$ cat src/rtl/control_filtro.sv
// Sample-rate sequencer for the biquad high-pass datapath: holds u, waits SETTLE cycles,
// strobes Enable once while capturing y. Optional drop counter: CONTROL_FILTRO_DROPCNT_EN.
module control_filtro #(
  parameter int unsigned W      = 25,
  parameter int unsigned SETTLE = 4
) (
  input  logic         CLK,
  input  logic         Reset,
  input  logic         in_valid,
  input  logic [W-1:0] in_data,
  output logic         in_ready,
  output logic [W-1:0] u,
  output logic         Enable,
  input  logic [W-1:0] y,
  output logic         out_valid,
  output logic [W-1:0] out_data,
  input  logic         out_ready,
  output logic         busy,
  output logic [7:0]   drop_cnt,
  input  logic         drop_clr
);

  localparam int unsigned CW = 8;
  localparam int unsigned DW = 8;
  localparam logic [CW-1:0] SETTLE_LOAD = CW'(SETTLE - 1);
  localparam logic [DW-1:0] DROP_MAX    = {DW{1'b1}};

  typedef enum logic [1:0] {
    S_IDLE,
    S_SETTLE,
    S_CAPTURE,
    S_OUT
  } state_t;

  state_t        r_state, w_state_nxt;
  logic [CW-1:0] r_cnt, w_cnt_nxt;
  logic [W-1:0]  r_u, w_u_nxt;
  logic [W-1:0]  r_out_data, w_out_data_nxt;
  logic          r_out_valid, w_out_valid_nxt;
  logic          w_drop;

  // State and datapath registers
  always_ff @(posedge CLK or posedge Reset) begin
    if (Reset) begin
      r_state     <= S_IDLE;
      r_cnt       <= '0;
      r_u         <= '0;
      r_out_data  <= '0;
      r_out_valid <= 1'b0;
    end else begin
      r_state     <= w_state_nxt;
      r_cnt       <= w_cnt_nxt;
      r_u         <= w_u_nxt;
      r_out_data  <= w_out_data_nxt;
      r_out_valid <= w_out_valid_nxt;
    end
  end

  // Next-state and register-load decode
  always_comb begin
    w_state_nxt     = r_state;
    w_cnt_nxt       = r_cnt;
    w_u_nxt         = r_u;
    w_out_data_nxt  = r_out_data;
    w_out_valid_nxt = r_out_valid;
    case (r_state)
      S_IDLE: begin
        if (in_valid) begin
          w_u_nxt     = in_data;
          w_cnt_nxt   = SETTLE_LOAD;
          w_state_nxt = S_SETTLE;
        end
      end
      S_SETTLE: begin
        if (r_cnt == '0) begin
          w_state_nxt = S_CAPTURE;
        end else begin
          w_cnt_nxt = r_cnt - CW'(1);
        end
      end
      S_CAPTURE: begin
        // y is sampled on the same edge that advances the filter delay line
        w_out_data_nxt  = y;
        w_out_valid_nxt = 1'b1;
        w_state_nxt     = S_OUT;
      end
      S_OUT: begin
        if (out_ready) begin
          w_out_valid_nxt = 1'b0;
          w_state_nxt     = S_IDLE;
        end
      end
      default: begin
        w_state_nxt = S_IDLE;
      end
    endcase
  end

  assign in_ready  = (r_state == S_IDLE);
  assign Enable    = (r_state == S_CAPTURE);
  assign busy      = (r_state != S_IDLE);
  assign u         = r_u;
  assign out_data  = r_out_data;
  assign out_valid = r_out_valid;
  assign w_drop    = in_valid & ~in_ready;

`ifdef CONTROL_FILTRO_DROPCNT_EN
  logic [DW-1:0] r_drop_cnt;

  // Saturating lost-sample counter; clear has priority over a same-cycle drop
  always_ff @(posedge CLK or posedge Reset) begin
    if (Reset) begin
      r_drop_cnt <= '0;
    end else if (drop_clr) begin
      r_drop_cnt <= '0;
    end else if (w_drop && (r_drop_cnt != DROP_MAX)) begin
      r_drop_cnt <= r_drop_cnt + DW'(1);
    end
  end

  assign drop_cnt = r_drop_cnt;
`else
  logic w_unused_drop;
  assign w_unused_drop = ^{drop_clr, w_drop, DROP_MAX};
  assign drop_cnt      = 8'd0;
`endif

endmodule

$ cat config.mk
export PLATFORM = sky130hd
export DESIGN_NAME = control_filtro
export DESIGN_NICKNAME = d
export VERILOG_FILES = /design/src/rtl/control_filtro.sv
export SDC_FILE = /design/constraint.sdc
export NUM_CORES = 1
export LEC_CHECK = 0
export ABC_AREA = 1
export CORE_AREA = 4 4 80 82
export CTS_BUF_LIST = sky130_fd_sc_hd__clkbuf_4 sky130_fd_sc_hd__clkbuf_8
export DETAILED_ROUTE_END_ITERATION = 7
export DIE_AREA = 0 0 84 86
export DONT_BUFFER_PORTS = 1
export PLACE_DENSITY = 0.62
export SETUP_SLACK_MARGIN = 0.1
export SLEW_MARGIN = 40
export SYNTH_ARGS = -nofsm -noshare
export SYNTH_HDL_FRONTEND = slang
export SYNTH_SLANG_ARGS = --single-unit
$ cat constraint.sdc
create_clock -name CLK -period 2.3 [get_ports CLK]
set_input_delay 0.69 -clock CLK [delete_from_list [all_inputs] [get_ports CLK]]
set_output_delay 0.69 -clock CLK [all_outputs]
set_load 0.1 [all_outputs]
==> flow_summary_export.csv, run 1 <==
group,metric,value,unit
clock_tree,cts-resized-gates,0,
drt,drcViolationCount,0,
clock_tree,clk_latency,0.33,ns
yosys,synth_edf_count,0,
setup_path,cp.arrival,1.41,ns
die,fp.coreArea,5750,um^2
global_routing,grt_pass1_vias,1878,
finish,final_nets,373,
finish,utilization,0.569,
clock_tree,cts_setup_buffers,0,
yosys,syn-instance-count,275,
clock_tree,path_clk_slew,0.07,ns
yosys,synth_top_cell_area_share,0.556,
yosys,synth_ff_type,"dfrtp_1",
yosys,syn_area,2750,um^2
placed_design,gp_congestion,0.771,
yosys,synth_cell_type_count,25,
die,die_h,86,um
min_path,worst_hold_path_type,"in -> async",
clock_tree,cts_buffers,9,
placed_design,dpl.hpwl,3.96,mm
yosys,synth_top_area_cell,"dfrtp_1",
global_routing,grt.total_usage,0.149,
yosys,ys_async_sr_fraction,1.00,
drt,wirelength,5.21,mm
die,num_rows,28,
global_routing,grt_pass1_wl,8.55,mm
clock_tree,htreeDepth,3,
timing,drv_slew,0,
yosys,synth-seq-area-share,0.556,
drt,drtAntennaViolNets,0,
timing,max_slew_margin,0.407,
setup_path,path_max_fanout,4,
timing,finalCritPeriodShare,0.913,
timing,finalClockSkew,0.00666,ns
setup_path,critPathKind,"reg -> out",
drt,wire_per_inst,13.3,um
timing,tightest_slew,0.890,ns
finish,area_growth,19.1,%
timing,max_freq,476,MHz
global_routing,grt-ovfl-total,0,
timing,fin_crit,2.10,ns
die,initial_core_util,0.478,
drt,routed.top_layer,"met4",
clock_tree,holdBufCountCts,0,
die,die_w,84,um
drt,firstDrtPassIters,4,
timing,final-setup-viol-count,0,
die,die-area,7220,um^2
global_routing,grt_antenna_before_repair,0,
setup_path,r2r_slack,0.53,ns
setup_path,rr_worst_depth,6,
timing,fin_hold_ws,0.248,ns
outcome,status,"completed",
clock_tree,cts_buffer_depth,2,
finish,fillers,516,
finish,n_antenna_cell,0,
die,ios,117,
flow_run,maxCapViolCount,0,
timing,finalHoldViolCount,0,
setup_path,start_kind,"register",
yosys,yosys-top-cells-area,"dfrtp_1 (56%), nand2_1 (14%), mux2_2 (10%), ha_1 (3.2%), nand3_1 (2.4%)",
drt,vias,1839,
setup_path,timing.rr.start,"r_state[0]$_DFFE_PP0P_",
placed_design,portBuffers,0,
yosys,yosys_register_bits,61,
clock_tree,cts.sinks,61,
finish,drive_above_1_share,0.380,
placed_design,placed_area,3030,um^2
yosys,synth_warnings,0,
timing,fin_setup_tns,0,ns
timing,rsz0062_at_grt,"no",
drt,drt_iter0_drc,42,
drt,dr_wl_met3,588,um
clock_tree,cts_tree,"built",
drt,post_drt_via_cell_ratio,4.70,
finish,fin_area,3270,um^2
setup_path,end_kind,"output port",
drt,dr_wl_met2,2.53,mm
drt,wl_met1,2.03,mm
clock_tree,root_buffer,"clkbuf_8",
setup_path,crit_required,1.61,ns
setup_path,r2r-end,"out_data[2]$_DFFE_PP0P_",
yosys,avgSynthCellArea,9.99,um^2
global_routing,grt_max_degree,43,
## critical path, cell delays in order, from the launching register on
cell and delay, ns:
dfrtp_1 0.42, inv_2 0.11, ha_2 0.56
## registers in the layout (all words and copies together) (netlist names)
| register | flops |
|---|---|
| out_valid | 1 |
| r_state | 2 |
| u | 25 |
| r_cnt | 8 |
| out_data | 25 |
## layer usage
layer  global-route usage  vias up
li1                     -      922
met1                0.178      832
met2                0.235       79
met3               0.0759        6
met4               0.0526        0
met5                    0        -
## Yosys cell counts (2+ instances only)
cell type / number
nand3_1: 13
dfrtp_1: 61
inv_1: 13
nor2_1: 7
o21ai_0: 2
buf_2: 4
inv_2: 3
buf_4: 8
nand2_2: 3
or2_2: 3
clkbuf_1: 2
nand2_1: 104
o21ai_2: 7
mux2_2: 25
ha_1: 7
nand4_1: 3
nor2_2: 2
## cell type report
cell class | instances | area, um^2 | area share
clock buffers | 10 | 131 | 0.0402
clock inverters | 6 | 62.6 | 0.0191
inverters | 16 | 67.6 | 0.0207
multi-input cells | 188 | 1080 | 0.330
flip-flops and latches | 61 | 1550 | 0.473
well taps | 75 | 93.8 | 0.0287
repair buffers | 35 | 289 | 0.0883
## through the flow
stage          instances  setup WS (ns)
2_1_floorplan        282         0.0880
3_3_place_gp         373          0.531
3_5_place_dp         373          0.515
4_1_cts              389          0.168
5_1_grt              391          0.143
6_report             391          0.200
## cells in the final DEF, fill, tap and decap left out, types with 3 or more instances in the layout
cell and n:
buf_4 32, clkbuf_8 9, nand2_1 103, nor2_1 7, inv_1 9, dfrtp_1 44, nand2_2 4, mux2_2 25
conb_1 8, nand3_1 13, o21ai_2 7, ha_1 5, dfrtp_2 17, inv_2 5, or2_2 3, nand4_1 3
clkinv_2 3
## logic make-up (layout without fill, tap and decap cells)
family,after synthesis,in the layout,synth area share
adders and majority gates,7,7,0.0319
AOI/OAI and AO/OA,10,10,0.0278
muxes,25,25,0.102
buffers and inverters,33,67,0.0674
DFF,61,61,0.556
other,1,8,0.00136
and+or+nand+nor,138,138,0.214
## worst max-delay path by stage
stage,from,end,slack [ns]
finish,r_state[0]$_DFFE_PP0P_,Enable,0.20
global route,r_state[0]$_DFFE_PP0P_,Enable,0.14
CTS,r_state[0]$_DFFE_PP0P_,Enable,0.17
detailed placement,r_state[0]$_DFFE_PP0P_,out_data[2]$_DFFE_PP0P_,0.52
global placement,r_state[0]$_DFFE_PP0P_,Enable,0.53
floorplan,r_state[1]$_DFFE_PP0P_,r_cnt[7]$_DFFE_PP0P_,0.09
Power of run 1 is not shown: default switching activity piles up to over one toggle a cycle in this logic, so the estimate is an artifact.
==> run 2, diff against run 1 <==
--- a/config.mk
+++ b/config.mk
@@ -6,6 +6,7 @@
 export NUM_CORES = 1
 export LEC_CHECK = 0
 export ABC_AREA = 1
+export CAP_MARGIN = 20
 export CORE_AREA = 4 4 80 82
 export CTS_BUF_LIST = sky130_fd_sc_hd__clkbuf_4 sky130_fd_sc_hd__clkbuf_8
 export DETAILED_ROUTE_END_ITERATION = 7
==> results of run 2 <==
The final DEF is identical to that of run 1; final timing and power are the same.
Power of run 2 is left out for the same reason.
==> run 3, diff against run 2 <==
--- a/config.mk
+++ b/config.mk
@@ -6,11 +6,11 @@
 export NUM_CORES = 1
 export LEC_CHECK = 0
 export ABC_AREA = 1
-export CAP_MARGIN = 20
-export CORE_AREA = 4 4 80 82
+export CAP_MARGIN = 10
+export CORE_AREA = 2 2 78 80
 export CTS_BUF_LIST = sky130_fd_sc_hd__clkbuf_4 sky130_fd_sc_hd__clkbuf_8
 export DETAILED_ROUTE_END_ITERATION = 7
-export DIE_AREA = 0 0 84 86
+export DIE_AREA = 0 0 80 82
 export DONT_BUFFER_PORTS = 1
 export PLACE_DENSITY = 0.62
 export SETUP_SLACK_MARGIN = 0.1
==> run 3 against run 2 <==
Compared with the run above: design area is 0.76% higher; critical path type unchanged; non-clock buffer count up 1; worst setup slack improved by 0.042 ns; utilization is 0.44 points higher; clock skew grew 0.0019 ns.
==> flow_summary_export.csv, run 3 (synthesis results as in run 1) <==
group,metric,value,unit
setup_path,end_kind,"output port",
drt,drtAntennaViolNets,0,
clock_tree,root_buffer,"clkbuf_8",
timing,fin_setup_tns,0,ns
finish,final_nets,374,
drt,drt_iter0_drc,62,
global_routing,grt-ovfl-total,0,
drt,post_drt_via_cell_ratio,4.74,
timing,max_slew_margin,0.397,
timing,finalClockSkew,0.00855,ns
clock_tree,cts_setup_buffers,0,
setup_path,start_kind,"register",
placed_design,placedCellCount,376,
timing,rsz0062_at_grt,"no",
clock_tree,cts_buffers,9,
finish,final_common_cell,"nand2_1",
finish,area_growth,20.0,%
finish,fillers,526,
global_routing,grt_max_degree,29,
clock_tree,clk_latency,0.33,ns
setup_path,crit_required,1.61,ns
die,ios,117,
global_routing,grt_pass1_vias,1885,
drt,vias,1857,
setup_path,cp.arrival,1.37,ns
timing,fin_crit,2.06,ns
placed_design,portBuffers,0,
die,num_rows,28,
timing,fin_hold_ws,0.259,ns
clock_tree,cts_tree,"built",
timing,final-setup-viol-count,0,
finish,drive_above_1_share,0.379,
finish,layout_common_cells,"nand2_1 (103), dfrtp_1 (44), buf_4 (31), mux2_2 (25), dfrtp_2 (17)",
die,die_w,80,um
timing,tightest_slew,0.904,ns
die,die_h,82,um
drt,drcViolationCount,0,
outcome,status,"completed",
setup_path,critPathKind,"reg -> out",
global_routing,grt_pass1_wl,7.88,mm
die,initial_core_util,0.478,
die,die-area,6560,um^2
timing,layout_setup_ws,0.242,ns
placed_design,dpl.hpwl,3.60,mm
die,fp.coreArea,5750,um^2
min_path,worst_hold_path_type,"in -> async",
timing,drv_slew,0,
drt,wire_per_inst,12.4,um
timing,finalHoldViolCount,0,
placed_design,gp_congestion,0.800,
flow_run,maxCapViolCount,0,
clock_tree,holdBufCountCts,0,
global_routing,grt_antenna_before_repair,0,
placed_design,pre_cts_slack,0.589,ns
timing,finalCritPeriodShare,0.895,
clock_tree,cts.sinks,61,
global_routing,grt.total_usage,0.157,
timing,max_freq,486,MHz
clock_tree,path_clk_slew,0.07,ns
clock_tree,cts_buffer_depth,2,
finish,instances_no_fill,392,
clock_tree,cts-resized-gates,0,
clock_tree,htreeDepth,3,
finish,n_antenna_cell,0,
setup_path,rr_worst_depth,6,
drt,wirelength,4.85,mm
drt,firstDrtPassIters,4,
setup_path,path_max_fanout,4,
[run 3: cell count changes in the layout (fill, tap and decap cells not counted)]
cell,delta
clkinvlp_4,+1
clkbuf_16,-1
clkbuf_1,-1
buf_16,+2
buf_4,-1
clkinv_4,-1
buf_1,+2
[run 3: metrics by stage]
stage | instance area (um^2) | util
floorplan | 2800 | -
global placement | 3020 | 0.526
detailed placement | 3090 | 0.537
CTS | 3280 | 0.571
global route | 3300 | 0.574
finish | 3300 | 0.574
[run 3: layout make-up]
cell class	instances	area, um^2	area share
clock inverters	6	61.3	0.0186
well taps	75	93.8	0.0285
flip-flops and latches	61	1550	0.469
multi-input cells	188	1080	0.328
repair buffers	36	315	0.0956
inverters	16	67.6	0.0205
clock buffers	10	131	0.0398
[run 3: worst paths after layout]
kind,startpoint,to,slack (ns)
setup / recovery,r_state[1]$_DFFE_PP0P_,busy,0.24
max in group asynchronous,Reset,u[21]$_DFFE_PP0P_,1.40
hold reg to reg,out_data[7]$_DFFE_PP0P_,out_data[7]$_DFFE_PP0P_,0.48
min in group CLK,y[3],out_data[3]$_DFFE_PP0P_,0.47
setup reg to reg,r_state[1]$_DFFE_PP0P_,r_cnt[5]$_DFFE_PP0P_,0.61
hold / removal,Reset,u[10]$_DFFE_PP0P_,0.26
[run 3: critical path: stages (launching register included)]
cell	delay, ns
dfrtp_1	0.43
inv_2	0.11
ha_4	0.18
clkinvlp_4	0.09
buf_4	0.23
[run 3: metal layers]
| layer | vias to the layer above | GRT usage | part of all wire |
|---|---|---|---|
| met3 | 6 | 0.0615 | 0.090 |
| met5 | - | 0 | 0 |
| li1 | 924 | - | - |
| met1 | 854 | 0.186 | 0.43 |
| met2 | 73 | 0.249 | 0.46 |
| met4 | 0 | 0.0763 | 0.013 |
Power of run 3 is left out for the same reason.
